File: config.mk
export PLATFORM = sky130hd
export DESIGN_NAME = fb_port_arbiter_flat
export DESIGN_NICKNAME = d
export VERILOG_FILES = /design/src/rtl/fb_pkg.sv /design/src/rtl/fb_port_arbiter_if.sv /design/src/rtl/fb_addr_gen.sv /design/src/rtl/fb_port_arbiter.sv /design/src/flat_wrapper.sv
export SDC_FILE = /design/constraint.sdc
export NUM_CORES = 1
export LEC_CHECK = 0
export BUFFER_PORTS_ARGS = -buffer_cell sky130_fd_sc_hd__buf_2
export CAP_MARGIN = 10
export CORE_UTILIZATION = 51
export CTS_CLUSTER_DIAMETER = 40
export DETAILED_ROUTE_END_ITERATION = 8
export MAX_ROUTING_LAYER = met4
export PLACE_DENSITY = 0.8
export SYNTH_ARGS = -nofsm -noshare
export SYNTH_HDL_FRONTEND = slang
export SYNTH_HIERARCHICAL = 1
export SYNTH_SLANG_ARGS = --single-unit
File: constraint.sdc
create_clock -name clk -period 2.5 [get_ports clk]
set_clock_uncertainty 0.1 [all_clocks]
set_input_delay 0.125 -clock clk [delete_from_list [all_inputs] [get_ports clk]]
set_output_delay 0.125 -clock clk [all_outputs]
set_load 0.005 [all_outputs]
File: src/rtl/fb_pkg.sv
`timescale 1ns/1ps
// fb_pkg: definitions shared by the frame-buffer port arbiter, its address
// generator and the code that instantiates them.
//   IMG_W_DEF / IMG_H_DEF : default stored image size (words x lines)
//   H_ACTIVE / V_ACTIVE   : visible VGA area in pixels
//   rgb444_t              : one 12-bit RGB444 pixel
//   pipe_state_t          : pixel pipeline control states
package fb_pkg;

  localparam int IMG_W_DEF = 320;
  localparam int IMG_H_DEF = 240;
  localparam int H_ACTIVE  = 640;
  localparam int V_ACTIVE  = 480;

  typedef logic [11:0] rgb444_t;

  typedef enum logic {
    FILL = 1'b0,
    RUN  = 1'b1
  } pipe_state_t;

  // The display fetches one word per column pair, always on the even column.
  function automatic logic is_display_slot(input logic video_on, input logic col_lsb);
    return video_on & ~col_lsb;
  endfunction

endpackage

File: src/rtl/fb_port_arbiter_if.sv
`timescale 1ns/1ps
// fb_port_arbiter_if: loader write channel into the frame-buffer arbiter.
//   wr_valid : loader has a write pending
//   wr_ready : arbiter grants the write this cycle
//   wr_addr  : word address of the write
//   wr_data  : RGB444 word to store
// master = image loader, slave = fb_port_arbiter.
interface fb_port_arbiter_if #(
  parameter int ADDR_W = 17,
  parameter int DATA_W = 12
) ();

  logic              wr_valid;
  logic              wr_ready;
  logic [ADDR_W-1:0] wr_addr;
  logic [DATA_W-1:0] wr_data;

  modport master (
    output wr_valid,
    output wr_addr,
    output wr_data,
    input  wr_ready
  );

  modport slave (
    input  wr_valid,
    input  wr_addr,
    input  wr_data,
    output wr_ready
  );

endinterface

File: src/rtl/fb_addr_gen.sv
`timescale 1ns/1ps
// fb_addr_gen: 2x-downscaled frame-buffer read address plus the registered
// RAM address.
//   clk, reset : pixel clock, asynchronous active-high reset
//   x_half     : curr_x >> 1 (stored-image column)
//   y_half     : curr_y >> 1 (stored-image line)
//   load_rd    : display slot, register the computed read address
//   load_wr    : accepted in-range write, register wr_addr
//   wr_addr    : loader write address
//   addr_reg   : registered RAM address
module fb_addr_gen
  import fb_pkg::*;
#(
  parameter int IMG_W  = IMG_W_DEF,
  parameter int ADDR_W = 17
) (
  input  logic              clk,
  input  logic              reset,
  input  logic [8:0]        x_half,
  input  logic [8:0]        y_half,
  input  logic              load_rd,
  input  logic              load_wr,
  input  logic [ADDR_W-1:0] wr_addr,
  output logic [ADDR_W-1:0] addr_reg
);

  localparam logic [ADDR_W-1:0] IMG_W_V = ADDR_W'(IMG_W);

  logic [ADDR_W-1:0] y_ext;
  logic [ADDR_W-1:0] pp [ADDR_W];
  logic [ADDR_W-1:0] rd_addr_next;

  assign y_ext = ADDR_W'(y_half);

  // y*IMG_W as a sum of shifted copies of y, one per set bit of IMG_W.
  // Everything is kept at ADDR_W bits so overflow wraps with the RAM width.
  generate
    for (genvar gi = 0; gi < ADDR_W; gi++) begin : g_pp
      if (IMG_W_V[gi]) begin : g_on
        assign pp[gi] = y_ext << gi;
      end else begin : g_off
        assign pp[gi] = '0;
      end
    end
  endgenerate

  always_comb begin
    rd_addr_next = ADDR_W'(x_half);
    for (int i = 0; i < ADDR_W; i++) begin
      rd_addr_next = rd_addr_next + pp[i];
    end
  end

  // The address is held on idle slots; ram_en qualifies it.
  always_ff @(posedge clk or posedge reset) begin
    if (reset) begin
      addr_reg <= '0;
    end else if (load_rd) begin
      addr_reg <= rd_addr_next;
    end else if (load_wr) begin
      addr_reg <= wr_addr;
    end
  end

endmodule

File: src/rtl/fb_port_arbiter.sv
`timescale 1ns/1ps
// fb_port_arbiter: shares the single frame-buffer RAM port between the VGA
// display fetch (2x upscaled reads) and an image loader (writes in slots the
// display does not use).
//   clk, reset            : 25 MHz pixel clock, asynchronous active-high reset
//   curr_x, curr_y        : raster position from vga_controller
//   video_on              : visible-area flag
//   hsync_in, vsync_in    : raw syncs
//   hsync, vsync          : syncs delayed 3 cycles to line up with pixel_rgb
//   pixel_rgb             : registered pixel, 0 while blanked
//   wr_vblank_only        : restrict loader writes to lines >= V_ACTIVE
//   wr                    : loader write channel (valid/ready/addr/data)
//   ram_en/we/addr/wdata  : registered RAM port controls
//   ram_rdata             : RAM read data, one cycle after the address
//   wr_count              : committed writes, saturating
//   wr_drop               : sticky, set by a write beyond the image
module fb_port_arbiter
  import fb_pkg::*;
#(
  parameter int IMG_W  = IMG_W_DEF,
  parameter int IMG_H  = IMG_H_DEF,
  parameter int ADDR_W = 17,
  parameter int DATA_W = 12
) (
  input  logic              clk,
  input  logic              reset,
  input  logic [9:0]        curr_x,
  input  logic [9:0]        curr_y,
  input  logic              video_on,
  input  logic              hsync_in,
  input  logic              vsync_in,
  output logic              hsync,
  output logic              vsync,
  output logic [DATA_W-1:0] pixel_rgb,
  input  logic              wr_vblank_only,
  fb_port_arbiter_if.slave  wr,
  output logic              ram_en,
  output logic              ram_we,
  output logic [ADDR_W-1:0] ram_addr,
  output logic [DATA_W-1:0] ram_wdata,
  input  logic [DATA_W-1:0] ram_rdata,
  output logic [ADDR_W:0]   wr_count,
  output logic              wr_drop
);

  localparam logic [ADDR_W:0] WR_LIMIT    = (ADDR_W+1)'(IMG_W * IMG_H);
  localparam logic [9:0]      VBLANK_LINE = 10'(V_ACTIVE);

  // Slot classification and write handshake
  logic display_slot;
  logic writable;
  logic xfer;
  logic in_range;
  logic wr_ok;
  logic wr_bad;

  assign display_slot = is_display_slot(video_on, curr_x[0]);
  assign writable     = ~display_slot & (~wr_vblank_only | (curr_y >= VBLANK_LINE));
  assign wr.wr_ready  = writable & ~reset;
  assign xfer         = wr.wr_valid & wr.wr_ready;
  assign in_range     = {1'b0, wr.wr_addr} < WR_LIMIT;
  assign wr_ok        = xfer & in_range;
  assign wr_bad       = xfer & ~in_range;

  // S1: RAM controls, write bookkeeping and the tags riding with the read
  logic              ram_en_reg;
  logic              ram_we_reg;
  logic [DATA_W-1:0] ram_wdata_reg;
  logic [ADDR_W:0]   wr_count_reg;
  logic [ADDR_W:0]   wr_count_next;
  logic              wr_drop_reg;
  logic              vid_s1_reg, odd_s1_reg, hs_s1_reg, vs_s1_reg;
  // S2: tags alongside the RAM read
  logic              vid_s2_reg, odd_s2_reg, hs_s2_reg, vs_s2_reg;
  // S3: outputs
  logic              hsync_reg, vsync_reg;
  logic [DATA_W-1:0] pixel_reg;
  logic [DATA_W-1:0] hold_reg;
  pipe_state_t       state_reg;
  logic              fill_cnt_reg;

  fb_addr_gen #(
    .IMG_W  (IMG_W),
    .ADDR_W (ADDR_W)
  ) u_addr_gen (
    .clk      (clk),
    .reset    (reset),
    .x_half   (curr_x[9:1]),
    .y_half   (curr_y[9:1]),
    .load_rd  (display_slot),
    .load_wr  (wr_ok),
    .wr_addr  (wr.wr_addr),
    .addr_reg (ram_addr)
  );

  // Saturate at all-ones rather than wrapping back to zero.
  assign wr_count_next = (wr_ok && !(&wr_count_reg))
                       ? wr_count_reg + (ADDR_W+1)'(1)
                       : wr_count_reg;

  always_ff @(posedge clk or posedge reset) begin
    if (reset) begin
      ram_en_reg    <= 1'b0;
      ram_we_reg    <= 1'b0;
      ram_wdata_reg <= '0;
      wr_count_reg  <= '0;
      wr_drop_reg   <= 1'b0;
      vid_s1_reg    <= 1'b0;
      odd_s1_reg    <= 1'b0;
      hs_s1_reg     <= 1'b0;
      vs_s1_reg     <= 1'b0;
      vid_s2_reg    <= 1'b0;
      odd_s2_reg    <= 1'b0;
      hs_s2_reg     <= 1'b0;
      vs_s2_reg     <= 1'b0;
      hsync_reg     <= 1'b0;
      vsync_reg     <= 1'b0;
    end else begin
      ram_en_reg   <= display_slot | wr_ok;
      ram_we_reg   <= wr_ok;
      if (wr_ok) begin
        ram_wdata_reg <= wr.wr_data;
      end
      wr_count_reg <= wr_count_next;
      if (wr_bad) begin
        wr_drop_reg <= 1'b1;
      end
      vid_s1_reg <= video_on;
      odd_s1_reg <= curr_x[0];
      hs_s1_reg  <= hsync_in;
      vs_s1_reg  <= vsync_in;
      vid_s2_reg <= vid_s1_reg;
      odd_s2_reg <= odd_s1_reg;
      hs_s2_reg  <= hs_s1_reg;
      vs_s2_reg  <= vs_s1_reg;
      hsync_reg  <= hs_s2_reg;
      vsync_reg  <= vs_s2_reg;
    end
  end

  // Pipeline control and S3 pixel register. FILL blanks the output for the
  // two cycles it takes real tags to reach S2 after reset.
  always_ff @(posedge clk or posedge reset) begin
    if (reset) begin
      state_reg    <= FILL;
      fill_cnt_reg <= 1'b0;
      pixel_reg    <= '0;
      hold_reg     <= '0;
    end else begin
      unique case (state_reg)
        FILL: begin
          pixel_reg    <= '0;
          fill_cnt_reg <= ~fill_cnt_reg;
          if (fill_cnt_reg) begin
            state_reg <= RUN;
          end
        end
        RUN: begin
          if (!vid_s2_reg) begin
            pixel_reg <= '0;
          end else if (!odd_s2_reg) begin
            // Even column: fresh word, kept for the odd neighbour.
            hold_reg  <= ram_rdata;
            pixel_reg <= ram_rdata;
          end else begin
            pixel_reg <= hold_reg;
          end
        end
      endcase
    end
  end

  assign ram_en    = ram_en_reg;
  assign ram_we    = ram_we_reg;
  assign ram_wdata = ram_wdata_reg;
  assign wr_count  = wr_count_reg;
  assign wr_drop   = wr_drop_reg;
  assign hsync     = hsync_reg;
  assign vsync     = vsync_reg;
  assign pixel_rgb = pixel_reg;

endmodule
File: src/flat_wrapper.sv
// flat-port wrapper written by rule: the top's interface ports become plain ports
module fb_port_arbiter_flat import fb_pkg::*;
#(
  parameter int IMG_W  = IMG_W_DEF,
  parameter int IMG_H  = IMG_H_DEF,
  parameter int ADDR_W = 17,
  parameter int DATA_W = 12
)
  (clk, reset, curr_x, curr_y, video_on, hsync_in, vsync_in, hsync, vsync, pixel_rgb, wr_vblank_only, ram_en, ram_we, ram_addr, ram_wdata, ram_rdata, wr_count, wr_drop, wr_wr_valid, wr_wr_addr, wr_wr_data, wr_wr_ready);
  fb_port_arbiter_if #(.ADDR_W(ADDR_W), .DATA_W(DATA_W)) wr_i ();
  input  logic clk;
  input  logic reset;
  input  logic [9:0] curr_x;
  input  logic [9:0] curr_y;
  input  logic video_on;
  input  logic hsync_in;
  input  logic vsync_in;
  output logic hsync;
  output logic vsync;
  output logic [DATA_W-1:0] pixel_rgb;
  input  logic wr_vblank_only;
  output logic ram_en;
  output logic ram_we;
  output logic [ADDR_W-1:0] ram_addr;
  output logic [DATA_W-1:0] ram_wdata;
  input  logic [DATA_W-1:0] ram_rdata;
  output logic [ADDR_W:0] wr_count;
  output logic wr_drop;
  input wire logic [$bits(wr_i.wr_valid)-1:0] wr_wr_valid;
  input wire logic [$bits(wr_i.wr_addr)-1:0] wr_wr_addr;
  input wire logic [$bits(wr_i.wr_data)-1:0] wr_wr_data;
  output wire logic [$bits(wr_i.wr_ready)-1:0] wr_wr_ready;
  assign wr_i.wr_valid = wr_wr_valid;
  assign wr_i.wr_addr = wr_wr_addr;
  assign wr_i.wr_data = wr_wr_data;
  assign wr_wr_ready = wr_i.wr_ready;
  fb_port_arbiter #(.IMG_W(IMG_W), .IMG_H(IMG_H), .ADDR_W(ADDR_W), .DATA_W(DATA_W)) u_core (.clk(clk), .reset(reset), .curr_x(curr_x), .curr_y(curr_y), .video_on(video_on), .hsync_in(hsync_in), .vsync_in(vsync_in), .hsync(hsync), .vsync(vsync), .pixel_rgb(pixel_rgb), .wr_vblank_only(wr_vblank_only), .wr(wr_i), .ram_en(ram_en), .ram_we(ram_we), .ram_addr(ram_addr), .ram_wdata(ram_wdata), .ram_rdata(ram_rdata), .wr_count(wr_count), .wr_drop(wr_drop));
endmodule
# --- After elaboration in Yosys (flattened, before gate mapping) ---
# Index checks and enable logic that the tools add are counted.
classes:
  n_addsub: 3
  bitwise: 15
  muxes: 7
  magnitude_cmp: 2
  n_reduce_logical: 5
op_table:
  columns: ["operator", "n"]
  rows:
  - ["$mux W17", 2]
  - ["$mux W12", 2]
  - ["$pmux W12 S2", 1]
  - ["$add A18 B1 Y18 const B", 1]
  - ["$reduce_and A18 Y1", 1]
  - ["$add A16 B17 Y17", 1]
  - ["$lt A17 B17 Y1 const B", 1]
  - ["$add A9 B15 Y16", 1]
  - ["$ge A10 B9 Y1 const B", 1]
  - ["$not A1 Y1", 7]
  - ["$and A1 B1 Y1", 6]
  - ["$mux W1", 2]
  - ["$or A1 B1 Y1", 2]
  - ["$reduce_and A2 Y1", 1]
  - ["$reduce_bool A2 Y1", 1]
  - ["$logic_and A1 B1 Y1", 1]
  - ["$logic_not A1 Y1", 1]
word_totals:
  output_inout_bits: 65
  ff_bits: 86
  elab_cells: 52
  inputBits: 68

# --- Depth between registers and ports, before layout ---
# Gate-level depths: netlist (run 1).
logic_depth:
  ltp_word: 9
  mapped_depth: 9
  ltp_nobuf: 8

# --- Cells and area by module ---
# Netlist (run 1), hierarchy kept.
modules_own_cells:
  columns: ["mod", "instances", "cells_each", "area_each_um2", "seq_area_each_um2"]
  rows:
  - ["fb_port_arbiter", 1, 227, 2711.4, 1726.7]
  - ["fb_addr_gen", 1, 140, 1363.8, 425.4]

# --- Worst setup path after synthesis (run 1) ---
# Ideal clock, no wire load.
synth_path:
  path_type: "in2reg"
  startpoint: "input curr_y[5]"
  endpoint: "register u_core.u_addr_gen.addr_reg[3]"
  n_path_buf: 3
  arrival_time_ns: 1.880
  setup_time_ns: 0.134
  required_ns: 2.266
  slack_ns: 0.386
  path_stages: 9
  cell_sequence: "nand4_1 -> a311oi_2 -> nand3_2 -> inv_1 -> buf_2 -> buf_2 -> buf_2 -> mux2i_1 -> o21ai_0"
synth_via:
  elab_chain_len: 7
synth_rtl:
  columns: ["item", "line_no", "text"]
  rows:
  - ["from (decl)", "flat_wrapper.sv:14", "input logic [9:0] curr_y;"]
  - ["$ge A10 B9 Y1", "fb_port_arbiter.sv:58", "assign writable = ~display_slot & (~wr_vblank_only | (curr_y >= VBLANK_LINE));"]
  - ["$or A1 B1 Y1", "fb_port_arbiter.sv:58", null]
  - ["$and A1 B1 Y1", "fb_port_arbiter.sv:58", null]
  - ["$and A1 B1 Y1", "fb_port_arbiter.sv:59", "assign wr.wr_ready = writable & ~reset;"]
  - ["net wr_wr_ready", "flat_wrapper.sv:32", "output wire logic [$bits(wr_i.wr_ready)-1:0] wr_wr_ready;"]
  - ["$and A1 B1 Y1", "fb_port_arbiter.sv:60", "assign xfer = wr.wr_valid & wr.wr_ready;"]
  - ["$and A1 B1 Y1", "fb_port_arbiter.sv:62", "assign wr_ok = xfer & in_range;"]
  - ["net u_core.wr_ok", "fb_port_arbiter.sv:54", "logic wr_ok;"]
  - ["$reduce_bool A2 Y1 (no line)", null, null]
  - ["to (signal assigned)", "fb_addr_gen.sv:59", "addr_reg <= rd_addr_next;"]
  - ["to (signal assigned)", "fb_addr_gen.sv:61", "addr_reg <= wr_addr;"]
  - ["to (decl)", "fb_addr_gen.sv:24", "output logic [ADDR_W-1:0] addr_reg"]
# The timed path passes the listed nets, and every way through them passes these cells.
# A chain may end at the register's enable or synchronous reset.

# --- Final worst setup path (run 1) ---
layout_path:
  startpoint: "input video_on"
  endpoint: "register u_core.u_addr_gen.addr_reg[3]"
layout_via:
  elab_chain_len: 7
  elab_cells_between_ends: 8
  cone_classes: "mux (1); bitwise (6); reduce/logical (1)"
layout_rtl:
  columns: ["item", "line_no", "text"]
  rows:
  - ["from (decl)", "flat_wrapper.sv:15", "input logic video_on;"]
  - ["$and A1 B1 Y1 *", "fb_pkg.sv:24", "return video_on & ~col_lsb;"]
  - ["net u_core.display_slot", "fb_port_arbiter.sv:50", "logic display_slot;"]
  - ["$not A1 Y1", "fb_port_arbiter.sv:58", null]
  - ["$and A1 B1 Y1", "fb_port_arbiter.sv:58", null]
  - ["$and A1 B1 Y1", "fb_port_arbiter.sv:59", null]
  - ["$and A1 B1 Y1", "fb_port_arbiter.sv:60", null]
  - ["$and A1 B1 Y1", "fb_port_arbiter.sv:62", null]
  - ["$reduce_bool A2 Y1 (no line)", null, null]
# The timed path passes the listed nets; every way through them passes the cells marked *.

==> results of run 1 <==
[metal layers]
metal | vias up | share of wire (%) | global-route usage (%)
met2 | 125 | 51 | 43.4
met3 | 28 | 4.7 | 4.27
met1 | 1632 | 41 | 32.5
li1 | 1651 | - | -
met4 | 0 | 3.3 | 11.9
met5 | - | 0 | -
[path summary, 6_finish.rpt]
path | startpoint | to | slack (ps) | cells after the start
worst min-delay path | curr_x[7] | u_core/u_addr_gen/addr_reg[6]$_DFFE_PP0P_ | 8 | 4
max in group asynchronous | reset | u_core/wr_count[15]$_DFFE_PP0P_ | 1420 | 4
min in group asynchronous | reset | u_core/hold_reg[2]$_DFFE_PP0P_ | 240 | 3
worst max-delay path | video_on | u_core/u_addr_gen/addr_reg[3]$_DFFE_PP0P_ | 160 | 9
worst min register to register | u_core/vs_s2_reg$_DFF_PP0_ | u_core/vsync$_DFF_PP0_ | 260 | 0
worst max register to register | u_core/wr_count[0]$_DFFE_PP0P_ | u_core/wr_count[16]$_DFFE_PP0P_ | 600 | 6
[critical path, stage by stage]
cell           delay, ps
dlygate4sd3_1        560
buf_2                140
nor2b_2              160
a311oi_2             290
nand3_2              110
inv_1                390
buf_4                310
mux2i_1              260
o21ai_0              120
[placed cells by master, fill, tap and decap left out, drive strengths merged, types with 5 or more instances in the layout]
cell           n
xnor2         14
a21oi          7
a21o           5
ha            18
dfrtp         86
mux2i         22
clkbuf        10
nor3           5
inv           16
mux2          17
buf          141
nand2         62
nand4          7
o21ai         12
dlygate4sd3   45
nand3         12
a211oi        11
nor2b          7
nor2          18
[area by class of cell]
cell class,count,area [um2]
Clock buffer,10,128
Clock inverter,6,45.0
Fill cell,533,2210
Inverter,14,52.6
Multi-Input combinational cell,255,1820
Sequential cell,86,2150
Tap cell,102,128
Timing Repair Buffer,186,1190
[per-stage QoR]
step	cell area, um2	power (W)	worst slack (ps)
global placement	4890	0.00240	338
finish	5520	0.00336	156
detailed placement	4890	0.00243	294
global route	5520	0.00355	54.9
CTS	5520	0.00336	253
floorplan	4080	0.00211	386
[kinds of logic after synthesis]
| kind of cell | Yosys count | share of synthesized area (%) |
|---|---|---|
| adders and majority gates | 20 | 6.51 |
| DFF | 86 | 52.8 |
| and+or+nand+nor | 126 | 14.5 |
| buffers and inverters | 26 | 2.61 |
| xor gates and xnor gates | 18 | 3.87 |
| AOI/OAI and AO/OA | 52 | 9.61 |
| muxes | 39 | 10.1 |
[power groups by stage]
stage	clock network, W	registers (W)	logic [W]
2_1_floorplan	0	0.00171	0.000393
3_3_place_gp	0	0.00170	0.000700
3_5_place_dp	0	0.00171	0.000726
4_1_cts	0.000896	0.00168	0.000786
5_1_grt	0.000954	0.00171	0.000882
6_report	0.000876	0.00169	0.000795
==> reports/metrics.cfg, run 1 <==
[power_and_ir_drop]
pwr-share-clk_pct=26.1
combPwrFrac_pct=23.7
sw_frac_of_total_pct=30.2
p_seq_share_pct=50.2
vdd_ir_drop_max_v=0.000268
p_per_area_nw_per_um2=608
internal-power_w=0.00234
switchingPower_w=0.00101
p_leak_nw=2.72

[timing]
finalHoldViolations=0
fin_crit_sh_pct=93.7
hold_slack_ps=7.56
rsz0062_at_grt=false
worst_pin_slew_ps=677
setup_viol=0
setup_tns_ps=0
max_freq_mhz=427
relSlewSlack_pct=54.8
drv_slew=0
fin_crit_ps=2340

[clock_tree]
cts_root_buf=clkbuf_8
hold_buffers=45
h-tree-depth=3
clockBufferDepth=2
cts_resized=0
cts.sinks=86
cts_buffers=9
clk_pin_slew_worst_paths_ps=80
cts_tree=yes
clock_latency_ps=360
postCtsSetupBuffers=0

[flow_run]
maxCapViolCount=0

[yosys]
synth_top_cell_by_area=dfrtp_1
yosysMostFrequentCell=dfrtp_1
synth_warnings=6
synth.area.top_cells=dfrtp_1 53%, nand2_1 5.7%, ha_1 5.5%, mux2i_1 5.4%, mux2_2 4.7%
synth_seq_area_share_pct=52.8
synth_common_cells=86 x dfrtp_1, 62 x nand2_1, 22 x mux2i_1, 18 x ha_1, 18 x nor2_1
synthArstFlopShare_pct=100
ys_ff_latch=86
synth_area_um2=4080
synth-main-ff-cell=dfrtp_1
syn_nets=455
netlist.area_leader.share_pct=52.8
syn_area_per_cell_um2=11.1
synth-edff-count=0
postSynthCellCount=367
synth_cell_type_count=47

[setup_path]
end_kind=register
worstSetupPathType=primary input to register
worstPathMaxFanout=16
required_ps=2620
startpoint_type=primary input
critical_path_arrival_ps=2460

[detailed_routing]
viasPerCell=5.21
route.detailed.drc=0
ant_nets=0
first_pass_iters=4
num_vias=3436
drt_iter0_markers=104
wl_mm=10.2
wl_per_cell_um=15.4

[finish]
largest_reg_flops=18
drive_gt1_share_pct=33.4
areaGrowthSynthToFinish_pct=35.4
fin_nets=640
postLayoutCoreUtil_pct=71.4
final_cell_count_no_fill=659
antenna_cells=0

[die]
start_util_pct=52.7
rows=32
die_w_um=91.4
die_area_um2=8350
core_um2=7730
ios=133
die_h_um=91.4

[placed_design]
dp_cells=598
hpwl_mm=6.81
place.gp.congestion=0.958
io_buffers=131

[global_routing]
grt_pass1_vias=3519
grt_use_total_pct=26.6
grt_first_pass_wirelength_mm=16.7
antenna_found_initial=0
grt_max_degree=39
grt.overflow.total=0

[status]
outcome=completed

[min_path]
hp-class=primary input to register

Power figures use the tool's default switching activity.
==> run 2: changes to the inputs <==
--- a/config.mk
+++ b/config.mk
@@ -5,13 +5,14 @@
 export SDC_FILE = /design/constraint.sdc
 export NUM_CORES = 1
 export LEC_CHECK = 0
+export ABC_AREA = 1
 export BUFFER_PORTS_ARGS = -buffer_cell sky130_fd_sc_hd__buf_2
 export CAP_MARGIN = 10
-export CORE_UTILIZATION = 51
+export CORE_UTILIZATION = 52
 export CTS_CLUSTER_DIAMETER = 40
 export DETAILED_ROUTE_END_ITERATION = 8
 export MAX_ROUTING_LAYER = met4
-export PLACE_DENSITY = 0.8
+export PLACE_DENSITY = 0.81
 export SYNTH_ARGS = -nofsm -noshare
 export SYNTH_HDL_FRONTEND = slang
 export SYNTH_HIERARCHICAL = 1
==> constraint.sdc (replaced) <==
create_clock -name clk -period 2.56 [get_ports clk]
set_clock_uncertainty 0.1 [all_clocks]
set_input_delay 0.128 -clock clk [delete_from_list [all_inputs] [get_ports clk]]
set_output_delay 0.128 -clock clk [all_outputs]
set_load 0.005 [all_outputs]
==> run 2 against run 1 <==
Compared with the run above: cell area grew 6.3%; via count grew 23%; largest power group unchanged; synthesized cell count grew 47%; critical endpoint unchanged; highest routed layer unchanged.
==> reports/metrics.cfg, run 2 <==
[clock_tree]
cts_root_buf=clkbuf_8
cts_tree=yes
cts.sinks=86
postCtsSetupBuffers=0
clk_pin_slew_worst_paths_ps=90
clock_latency_ps=350
clockBufferDepth=2
h-tree-depth=3
cts_buffers=9

[yosys]
synth_seq_area_share_pct=49.4
syn_area_per_cell_um2=8.09
synth.area.top_cells=dfrtp_1 49%, nand2_1 18%, ha_1 5.2%, nor2_1 4.5%, nand3_1 4.3%
yosysMostFrequentCell=nand2_1
synth_top_cell_by_area=dfrtp_1
synthArstFlopShare_pct=100
synth-main-ff-cell=dfrtp_1
netlist.area_leader.share_pct=49.4
synth_cell_type_count=35
synth_warnings=6
synth-edff-count=0
synth_area_um2=4350
syn_nets=626
postSynthCellCount=538
synth_common_cells=208 x nand2_1, 86 x dfrtp_1, 52 x nor2_1, 41 x inv_1, 37 x nand3_1
ys_ff_latch=86

[min_path]
worstHoldStart=wr_wr_addr[15]
hp-class=primary input to register

[power_and_ir_drop]
vdd_ir_drop_max_v=0.000293
internal-power_w=0.00254
sw_frac_of_total_pct=28.7
p_leak_nw=3.18
combPwrFrac_pct=21.2
switchingPower_w=0.00102
p_per_area_nw_per_um2=607
pwr-share-clk_pct=33.0
p_seq_share_pct=45.9

[finish]
drive_gt1_share_pct=23.5
final_cell_count_no_fill=832
areaGrowthSynthToFinish_pct=34.7
postLayoutCoreUtil_pct=71.7
final_cell_area_um2=5860
layout_commonest_cell=nand2_1
fin_nets=810
layout_common_cells=208 x nand2_1, 131 x buf_2, 86 x dfrtp_1
largest_reg_flops=18
fillers=610
antenna_cells=0

[detailed_routing]
ant_nets=0
first_pass_iters=5
drt_iter0_markers=258
wl_mm=11.2
num_vias=4242
viasPerCell=5.10
route.detailed.drc=0
wl_per_cell_um=13.5

[timing]
finalHoldViolations=0
setup_viol=0
hold_slack_ps=49.4
relSlewSlack_pct=43.8
setup_tns_ps=0
fin_crit_ps=2420
fin_crit_sh_pct=94.6
worst_pin_slew_ps=843
drv_slew=0
rsz0062_at_grt=false
max_freq_mhz=413

[setup_path]
rr_worst_depth=7
reg2reg_slack_ps=570
r2r_end=u_core/wr_count[8]$_DFFE_PP0P_
startpoint_type=primary input
worstSetupPathType=primary input to register
endpoint=u_core/u_addr_gen/addr_reg[3]$_DFFE_PP0P_
end_kind=register
cp-startpoint=video_on
critical_path_arrival_ps=2560
r2r-start=u_core/wr_count[0]$_DFFE_PP0P_
worstPathMaxFanout=31
required_ps=2700

[placed_design]
place.gp.congestion=0.931
io_buffers=131
hpwl_mm=7.46
dp_cells=767
dpl-instance-area_um2=5120

[global_routing]
grt.overflow.total=0
antenna_found_initial=0
grt_max_degree=70
grt_use_total_pct=28.4
grt_pass1_vias=4257
grt_first_pass_wirelength_mm=18.8

[die]
rows=33
ios=133
die_area_um2=8740
start_util_pct=53.3
core_um2=8180
die_w_um=93.5
die_h_um=93.5

[status]
outcome=completed

[flow_run]
maxCapViolCount=0

==> run 2: what timing repair did <==
item                                    in CTS  in global routing
hold buffers                                49                  0
hold endpoints to repair                    69                  0
resized for setup                            0                  1
endpoints found under the setup margin       0                  6
==> run 2: final cells by class <==
class,instances,area [um2],area share [%]
Sequential cell,86,2150,36.7
Multi-Input combinational cell,396,1980,33.7
Timing Repair Buffer,185,1190,20.2
Inverter,44,165,2.82
Tap cell,105,131,2.24
Clock inverter,7,128,2.18
Clock buffer,9,124,2.11
==> run 2: power groups by stage <==
stage / combinational (W) / clock, W / sequential [W]
after floorplan: 0.000374 / 0 / 0.00165
after global placement: 0.000650 / 0 / 0.00164
after detailed placement: 0.000673 / 0 / 0.00165
after CTS: 0.000747 / 0.00120 / 0.00163
after global routing: 0.000862 / 0.00125 / 0.00165
final: 0.000755 / 0.00117 / 0.00163
==> run 2: cell families after synthesis <==
family,Yosys count,synth area share [%]
buffers and inverters,56,5.17
XOR/XNOR,13,2.61
flip-flops,86,49.4
multiplexers,1,0.230
adder cells (fa/ha/maj),20,6.09
AND/OR/NAND/NOR,318,30.6
AO/OA/AOI/OAI,44,5.86
==> run 2: metal layers <==
metal | routed length, um | vias up | GRT usage, %
met5 | 0 | - | -
met4 | 219 | 0 | 10.6
met3 | 663 | 25 | 5.37
met2 | 5800 | 162 | 50.3
met1 | 4560 | 1984 | 31.9
li1 | - | 2071 | -
==> run 2: worst min path at each step <==
stage	endpoint	slack [ps]	depth (start not counted)
3_5_place_dp	u_core/vs_s1_reg$_DFF_PP0_	140	1
5_1_grt	u_core/u_addr_gen/addr_reg[15]$_DFFE_PP0P_	30	5
2_1_floorplan	u_core/u_addr_gen/addr_reg[0]$_DFFE_PP0P_	-50	1
3_3_place_gp	u_core/hs_s1_reg$_DFF_PP0_	140	1
4_1_cts	u_core/u_addr_gen/addr_reg[15]$_DFFE_PP0P_	20	5
6_report	u_core/u_addr_gen/addr_reg[15]$_DFFE_PP0P_	50	5
==> run 2: worst max-delay path, stage by stage <==
cell,delay [ps]
dlygate4sd3_1,550
buf_2,130
nand2_1,100
nand2_1,90
inv_2,60
nand3_2,100
nor2_4,130
buf_6,280
nor2_2,60
buf_4,210
nand2_1,70
nand3_1,70
dlygate4sd3_1,560
==> run 2: stage by stage <==
stage | power, W | setup WS [ps]
after floorplan | 0.00203 | 112
after global placement | 0.00229 | 498
after detailed placement | 0.00232 | 419
after CTS | 0.00357 | 142
after global routing | 0.00377 | 28.5
final | 0.00356 | 138
==> run 3: changes to the inputs <==
--- a/config.mk
+++ b/config.mk
@@ -5,14 +5,14 @@
 export SDC_FILE = /design/constraint.sdc
 export NUM_CORES = 1
 export LEC_CHECK = 0
-export ABC_AREA = 1
 export BUFFER_PORTS_ARGS = -buffer_cell sky130_fd_sc_hd__buf_2
 export CAP_MARGIN = 10
-export CORE_UTILIZATION = 52
+export CORE_ASPECT_RATIO = 0.9
+export CORE_UTILIZATION = 51
 export CTS_CLUSTER_DIAMETER = 40
 export DETAILED_ROUTE_END_ITERATION = 8
 export MAX_ROUTING_LAYER = met4
-export PLACE_DENSITY = 0.81
+export PLACE_DENSITY = 0.8
 export SYNTH_ARGS = -nofsm -noshare
 export SYNTH_HDL_FRONTEND = slang
 export SYNTH_HIERARCHICAL = 1
==> run 3 against run 2 <==
Compared with the run above: global-route usage decreased by 1.6 points; wire length decreased by 7.4%; die area decreased by 4.5%; setup slack got worse by 43 ps; clock power decreased by 12%; sequential share of layout area increased by 1.9 points; critical path type unchanged.
==> reports/metrics.cfg, run 3 (same netlist as run 1, synthesis figures left out) <==
[global_routing]
grt_use_total_pct=26.8
antenna_found_initial=0
grt.overflow.total=0
grt_pass1_vias=3505
grt_first_pass_wirelength_mm=16.4
grt_max_degree=38

[power_and_ir_drop]
vdd_ir_drop_max_v=0.000391
internal-power_w=0.00249
sw_frac_of_total_pct=28.4
switchingPower_w=0.000987
p_total_w=0.00348
p_per_area_nw_per_um2=625
combPwrFrac_pct=22.8
p_leak_nw=2.74
p_seq_share_pct=47.5
pwr-share-clk_pct=29.7

[timing]
relSlewSlack_pct=54.9
fin_crit_sh_pct=96.3
max_freq_mhz=406
setup_tns_ps=0
finalHoldViolations=0
drv_slew=0
fin_crit_ps=2460
rsz0062_at_grt=true
setup_viol=0
fin_ws_ps=95.2
worst_pin_slew_ps=675

[flow_run]
maxCapViolCount=0

[setup_path]
end_kind=register
rr_worst_depth=6
critical_path_arrival_ps=2600
reg2reg_slack_ps=520
worstSetupPathType=primary input to register
r2r_end=u_core/wr_count[6]$_DFFE_PP0P_
r2r-start=u_core/wr_count[9]$_DFFE_PP0P_
worstPathMaxFanout=18
startpoint_type=primary input
required_ps=2690

[clock_tree]
clockBufferDepth=2
cts.sinks=86
clock_latency_ps=330
cts_buffers=9
clk_pin_slew_worst_paths_ps=90
postCtsSetupBuffers=0
cts_root_buf=clkbuf_8
h-tree-depth=3
cts_tree=yes

[die]
die_area_um2=8350
die_h_um=86.8
die_w_um=96.2
start_util_pct=53.2
core_um2=7660
ios=133
rows=30

[finish]
fillers=562
multi_input_area_um2=1840
regArea_um2=2150
fin_nets=639
final_cell_count_no_fill=651
layout_commonest_cell=buf_2
drive_gt1_share_pct=34.1
largest_reg_flops=18
layout_common_cells=131 x buf_2, 86 x dfrtp_1, 62 x nand2_1
antenna_cells=0
areaGrowthSynthToFinish_pct=36.7

[min_path]
worstHoldStart=wr_wr_addr[16]
holdPathStages=3
hp-class=primary input to register
hold_end=u_core/wr_drop$_DFFE_PP0P_

[detailed_routing]
ant_nets=0
wl_mm=10.4
route.detailed.drc=0
first_pass_iters=4
wl_per_cell_um=16.0
drt_iter0_markers=134
viasPerCell=5.38
num_vias=3505

[status]
outcome=completed

[placed_design]
place_ws_ps=342
io_buffers=131
place.gp.congestion=0.922
hpwl_mm=6.78
dp_cells=591

run 3: power groups by stage:
stage                     Sequential [W]  Clock, W  Combinational (W)
after CTS                        0.00165   0.00106           0.000767
after floorplan                  0.00167         0           0.000384
after detailed placement         0.00167         0           0.000699
after global routing             0.00167   0.00111           0.000879
final                            0.00165   0.00103           0.000794
after global placement           0.00166         0           0.000679
run 3: per-layer routing:
| layer | vias up | wire, um | GRT usage, % |
|---|---|---|---|
| li1 | 1644 | - | - |
| met1 | 1719 | 4330 | 31.7 |
| met2 | 113 | 5380 | 45.1 |
| met3 | 29 | 376 | 3.33 |
| met4 | 0 | 327 | 13.0 |
| met5 | - | 0 | - |
run 3: how the worst max path moves through the flow:
stage,startpoint,cells past startpoint,endpoint,slack [ps]
after global placement,curr_x[9],9,u_core/u_addr_gen/addr_reg[16]$_DFFE_PP0P_,400
after detailed placement,curr_x[9],9,u_core/u_addr_gen/addr_reg[16]$_DFFE_PP0P_,340
after global routing,video_on,10,u_core/u_addr_gen/addr_reg[5]$_DFFE_PP0P_,10
after floorplan,curr_y[5],9,u_core/u_addr_gen/addr_reg[3]$_DFFE_PP0P_,440
after CTS,video_on,10,u_core/u_addr_gen/addr_reg[3]$_DFFE_PP0P_,20
final,video_on,10,u_core/u_addr_gen/addr_reg[5]$_DFFE_PP0P_,100
run 3: per-stage QoR:
stage	area [um2]	hold WS, ps	utilization, %
4_1_cts	5540	8.20	72.3
3_3_place_gp	4870	106	63.6
5_1_grt	5570	24.1	72.7
2_1_floorplan	4080	-45.9	-
6_report	5570	25.8	72.7
3_5_place_dp	4870	113	63.6
run 3: final cells by class:
cell class              instances  share of cell area (%)
flip-flops and latches         86                    38.6
multi-input cells             255                    33.0
repair buffers                185                    21.3
clock buffers                   9                    2.22
well taps                      96                    2.16
clock inverters                 6                    1.71
inverters                      14                   0.944
run 3: timing repair:
| action | 4_1_cts | 5_1_grt |
|---|---|---|
| gates resized for setup | 0 | 9 |
| hold endpoints to repair | 89 | 0 |
| endpoints found under the setup margin | 0 | 4 |
| hold buffers | 45 | 0 |
run 3: worst max-delay path, cell delays in order:
cell	delay, ps
dlygate4sd3_1	550
buf_2	130
nor2b_2	160
a311oi_2	260
nand3_2	120
inv_2	120
buf_12	180
mux2i_4	260
o21ai_0	100
dlygate4sd3_1	570
